[src/rtl/alu_share_arbiter.sv]
// ---------------------------------------------------------------------------
// alu_share_arbiter
//   Lets two requesters share one external ALU. Requests are arbitrated
//   round-robin and accepted with a valid/ready handshake. The winner's
//   operands and op are registered and held on the ALU inputs for LAT cycles.
//   The ALU result is then captured and returned through a per-requester
//   valid/ready response handshake.
//
// Parameters
//   W    datapath width of operands and result
//   OPW  ALU control code width
//   LAT  cycles the ALU inputs are held before the result is captured (1..15)
//
// Ports
//   clk, rst_n                  clock (rising edge), async active-low reset
//   req_valid / req_ready       per-requester request handshake (bit i = req i)
//   req_a0/1, req_b0/1, req_op0/1  operands and ALU control per requester
//   resp_valid / resp_ready     per-requester response handshake
//   resp_result/negative/err    captured result, Negative flag, error flag
//   alu_a, alu_b, alu_ctrl      operands and control driven to the shared ALU
//   alu_result, alu_negative    outputs coming back from the shared ALU
//   busy                        high whenever an operation is in flight
// ---------------------------------------------------------------------------
module alu_share_arbiter #(
    parameter int W   = 19,
    parameter int OPW = 5,
    parameter int LAT = 1
) (
    input  logic           clk,
    input  logic           rst_n,
    input  logic [1:0]     req_valid,
    output logic [1:0]     req_ready,
    input  logic [W-1:0]   req_a0,
    input  logic [W-1:0]   req_a1,
    input  logic [W-1:0]   req_b0,
    input  logic [W-1:0]   req_b1,
    input  logic [OPW-1:0] req_op0,
    input  logic [OPW-1:0] req_op1,
    output logic [1:0]     resp_valid,
    input  logic [1:0]     resp_ready,
    output logic [W-1:0]   resp_result,
    output logic           resp_negative,
    output logic           resp_err,
    output logic [W-1:0]   alu_a,
    output logic [W-1:0]   alu_b,
    output logic [OPW-1:0] alu_ctrl,
    input  logic [W-1:0]   alu_result,
    input  logic           alu_negative,
    output logic           busy
);

    typedef enum logic [1:0] {
        IDLE = 2'd0,
        EXEC = 2'd1,
        RESP = 2'd2
    } state_t;

    localparam logic [3:0]     CNT_INIT     = 4'(LAT - 1);
    localparam logic [OPW-1:0] OP_DIV       = OPW'(3);
    localparam logic [OPW-1:0] OP_FIRST_BAD = OPW'(10);

    state_t         state;
    state_t         state_nxt;
    logic           last_grant;
    logic           grant_id;
    logic           grant;
    logic [3:0]     cnt;
    logic           pend_err;
    logic           accept;
    logic           capture;
    logic           release_resp;
    logic [W-1:0]   sel_a;
    logic [W-1:0]   sel_b;
    logic [OPW-1:0] sel_op;
    logic           sel_err;

    // With both requesters valid, the one that was not served last wins;
    // otherwise whichever single requester is valid gets the grant.
    assign grant   = (req_valid == 2'b11) ? ~last_grant : req_valid[1];
    assign sel_a   = grant ? req_a1  : req_a0;
    assign sel_b   = grant ? req_b1  : req_b0;
    assign sel_op  = grant ? req_op1 : req_op0;
    assign sel_err = ((sel_op == OP_DIV) && (sel_b == '0)) || (sel_op >= OP_FIRST_BAD);
    assign busy    = (state != IDLE);

    always_ff @(posedge clk or negedge rst_n) begin
        if (!rst_n) begin
            state <= IDLE;
        end else begin
            state <= state_nxt;
        end
    end

    // Ready is also gated by rst_n so nothing is offered while reset is held.
    always_comb begin
        state_nxt    = state;
        req_ready    = 2'b00;
        resp_valid   = 2'b00;
        accept       = 1'b0;
        capture      = 1'b0;
        release_resp = 1'b0;
        case (state)
            IDLE: begin
                if ((req_valid != 2'b00) && rst_n) begin
                    req_ready = grant ? 2'b10 : 2'b01;
                    accept    = 1'b1;
                    state_nxt = EXEC;
                end
            end
            EXEC: begin
                if (cnt == 4'd0) begin
                    capture   = 1'b1;
                    state_nxt = RESP;
                end
            end
            RESP: begin
                resp_valid = grant_id ? 2'b10 : 2'b01;
                if (resp_ready[grant_id]) begin
                    release_resp = 1'b1;
                    state_nxt    = IDLE;
                end
            end
            default: state_nxt = IDLE;
        endcase
    end

    // The ALU input registers double as the operand latch. They are only
    // loaded on acceptance, so they stay put through EXEC and afterwards.
    // The error flag waits in pend_err until the result is captured, so all
    // response fields change together at the capture edge.
    always_ff @(posedge clk or negedge rst_n) begin
        if (!rst_n) begin
            alu_a         <= '0;
            alu_b         <= '0;
            alu_ctrl      <= '0;
            grant_id      <= 1'b0;
            last_grant    <= 1'b1;
            cnt           <= 4'd0;
            pend_err      <= 1'b0;
            resp_result   <= '0;
            resp_negative <= 1'b0;
            resp_err      <= 1'b0;
        end else begin
            if (accept) begin
                alu_a    <= sel_a;
                alu_b    <= sel_b;
                alu_ctrl <= sel_op;
                grant_id <= grant;
                pend_err <= sel_err;
                cnt      <= CNT_INIT;
            end
            if ((state == EXEC) && !capture) begin
                cnt <= cnt - 4'd1;
            end
            if (capture) begin
                resp_result   <= alu_result;
                resp_negative <= alu_negative;
                resp_err      <= pend_err;
            end
            if (release_resp) begin
                last_grant <= grant_id;
            end
        end
    end

endmodule
[config.mk]
export PLATFORM = sky130hd
export DESIGN_NAME = alu_share_arbiter
export DESIGN_NICKNAME = d
export VERILOG_FILES = /design/src/rtl/alu_share_arbiter.sv
export SDC_FILE = /design/constraint.sdc
export NUM_CORES = 1
export LEC_CHECK = 0
export ABC_CLOCK_PERIOD_IN_PS = 2200
export BUFFER_PORTS_ARGS = -buffer_cell sky130_fd_sc_hd__buf_4
export CAP_MARGIN = 25
export CORE_MARGIN = 4
export CORE_UTILIZATION = 35
export DETAILED_ROUTE_END_ITERATION = 16
export PLACE_DENSITY_LB_ADDON = 0.08
export SYNTH_ARGS = -nofsm -noshare
export SYNTH_HDL_FRONTEND = slang
export SYNTH_SLANG_ARGS = --single-unit
export TNS_END_PERCENT = 10
[constraint.sdc]
create_clock -name clk -period 2.2 [get_ports clk]
set_input_delay 0.44 -clock clk [delete_from_list [all_inputs] [get_ports clk]]
set_output_delay 0.44 -clock clk [all_outputs]
set_load 0.005 [all_outputs]
==> metrics.txt <==
CTS tree=done; Rel. slew slack=0.5749; synth unique cells=34; CTS root buffer=clkbuf_8; Starting Density=0.3623; post-layout min period=2.015 ns; register area share after synthesis=0.5435; # IOs=181; Core Area=0.009284 mm2; largest delay contributor family on the critical path=flip-flops; Avg Synthesized Cell Area=11.10 um2; CTS Buf Count=9; final slew viol count=0; die area=0.01124 mm2; Yosys warning total=0; Max-Cap Viols=0; Clock Path Buffers=2; Yosys top cell area share=0.5357; Post-Synthesis Cell Area=0.003363 mm2; GRT overflow=0; pin count of the biggest net entering global routing=52; # DRC=0; I/O Buffers=180; largest area contributor in the netlist=dfrtp_1; Antenna Violating Nets Remaining=0; DRT Wirelength=9541 um; CP max FO=21; via/cell ratio=4.602; placed cell count=605; Hold Buf Count CTS=0; most frequent cells in the layout=buf_4, dfrtp_1, nand2_1; syn_nets=417; post-CTS setup buffers=0; # rows=35; GRT Overall Usage=0.1733; clk_lat worst skew=0.34 ns; element type at the critical path end=output port; H-tree Lvls=3; layout cells sized above 1=0.4715; Lkg Pwr=2.592 nW; Pwr Density=1165 mW/mm2; Die Y=106.0 um; Worst Path Buf+Inv=2; Max stage delay on crit path=0.42 ns; Post-synth EDFFs=0; global-route wire length before repair=15410 um; diode count=0; register bit total from synthesis=73; slowest CP cell=dfrtp_1; CTS clock-pin slew for the worst setup and hold paths=0.08 ns; drt first pass iters=4; net total in the final layout=601; Clock Skews=0.007982 ns; worst hold path class=in -> async; fin cells=621; worst slew pin tran=0.6377 ns; ys flop type=dfrtp_1; Fin. Hold Viols=0; type of origin of the critical path=flip-flop; GPL Wtd Cong=0.7366; clk sinks=73; most common cell after layout, fill and taps aside=buf_4; final worst path period share=0.9160; status=completed; Synth async-reset ratio=1.000; post-CTS sizing=0; Layout area overhead=51.79%; antenna violations before repair=0; critical path class=reg -> out; final setup fails=0; Cell Chain, Critical Path=nor2_1 > o211ai_1 > buf_4 > nor2_1 > buf_4; cells after synthesis=303; vias in the first global route=3066; CP Data Arrival Time=1.58 ns; DR WL/cell=15.36 um; initial DRC count=86; Die X=106.0 um; via count=2858; Final TNS setup=0 ns; dpl hpwl=7644 um; RSZ-0062 raised after global routing=no; Fmax=0.4962 GHz; top post-synthesis cells by area=dfrtp_1, mux2i_1, mux2_2; worst vdd ir=0.5016 mV; WP data required=1.76 ns
==> kinds of logic (layout without fill, tap and decap cells) <==
group,after synthesis,in the layout,synth area share
AO/OA/AOI/OAI,57,57,0.09189
XOR/XNOR,1,1,0.002605
buffers and inverters,23,212,0.03683
flip-flops,73,73,0.5435
adder cells (fa/ha/maj),2,2,0.007439
multiplexers,66,66,0.2061
AND/OR/NAND/NOR,81,81,0.1116
==> where the power goes <==
part / leakage [nW] / total [W] / switching, W / internal [W]
sequential: 0.890 / 0.00235 / 0.000359 / 0.00199
clock: 0.113 / 0.00118 / 0.000510 / 0.000673
combinational: 1.59 / 0.00241 / 0.000998 / 0.00141
total: 2.59 / 0.00595 / 0.00187 / 0.00408
==> stage by stage <==
| stage | setup slack (ns) | util | cell area, um2 | hold slack, ns | total power (W) |
|---|---|---|---|---|---|
| floorplan | 0.4246 | - | 3363 | 0.1444 | 0.003461 |
| global placement | 0.3855 | 0.5253 | 4877 | 0.4649 | 0.004788 |
| detailed placement | 0.3374 | 0.5253 | 4877 | 0.4720 | 0.004854 |
| CTS | 0.1298 | 0.5499 | 5105 | 0.1303 | 0.006063 |
| global route | 0.02110 | 0.5499 | 5105 | 0.1256 | 0.006432 |
| finish | 0.1848 | 0.5499 | 5105 | 0.1318 | 0.005947 |
==> per-layer routing <==
| metal | routed length, um | part of all wire | track usage |
|---|---|---|---|
| met5 | 0 | 0 | 0 |
| met3 | 622 | 0.065 | 0.05161 |
| met1 | 3937 | 0.41 | 0.2109 |
| met2 | 4849 | 0.51 | 0.3005 |
| met4 | 131 | 0.014 | 0.04440 |
==> state kept, by name (all words and copies together) (netlist names) <==
register / flops
alu_a: 19
alu_b: 19
resp_result: 19
alu_ctrl: 5
cnt: 4
state: 2
grant_id: 1
last_grant: 1
pend_err: 1
resp_err: 1
resp_negative: 1
==> Yosys cell counts (2+ instances only) <==
cell type,count
dfrtp_1,72
nand2_1,49
o21ai_0,47
mux2i_1,43
mux2_2,22
buf_2,9
nor4_1,8
nor2_1,7
buf_4,5
inv_1,5
nor4b_1,4
clkbuf_1,3
nor3_1,3
a21o_1,2
a21oi_1,2
ha_1,2
nand3_1,2
nand4_1,2
==> final cells by class <==
cell class	instances	area (um2)
flip-flops and latches	73	1828
fillers	868	4179
clock buffers	10	137.6
inverters	5	18.77
multi-input cells	207	1423
clock inverters	6	90.09
repair buffers	191	1446
well taps	129	161.4
==> worst paths after layout <==
check	start	endpoint	slack, ns	cells past startpoint
max	state[1]	req_ready[1]	0.18	5
min in group clk	alu_result[13]	resp_result[13]	0.32	2
max reg2reg	cnt[0]	cnt[2]	0.32	6
max in group asynchronous	rst_n	alu_a[14]	1.13	3
min	rst_n	alu_a[0]	0.13	2
min reg2reg	alu_ctrl[2]	alu_ctrl[2]	0.48	2
(Power assumes the default switching activity.)
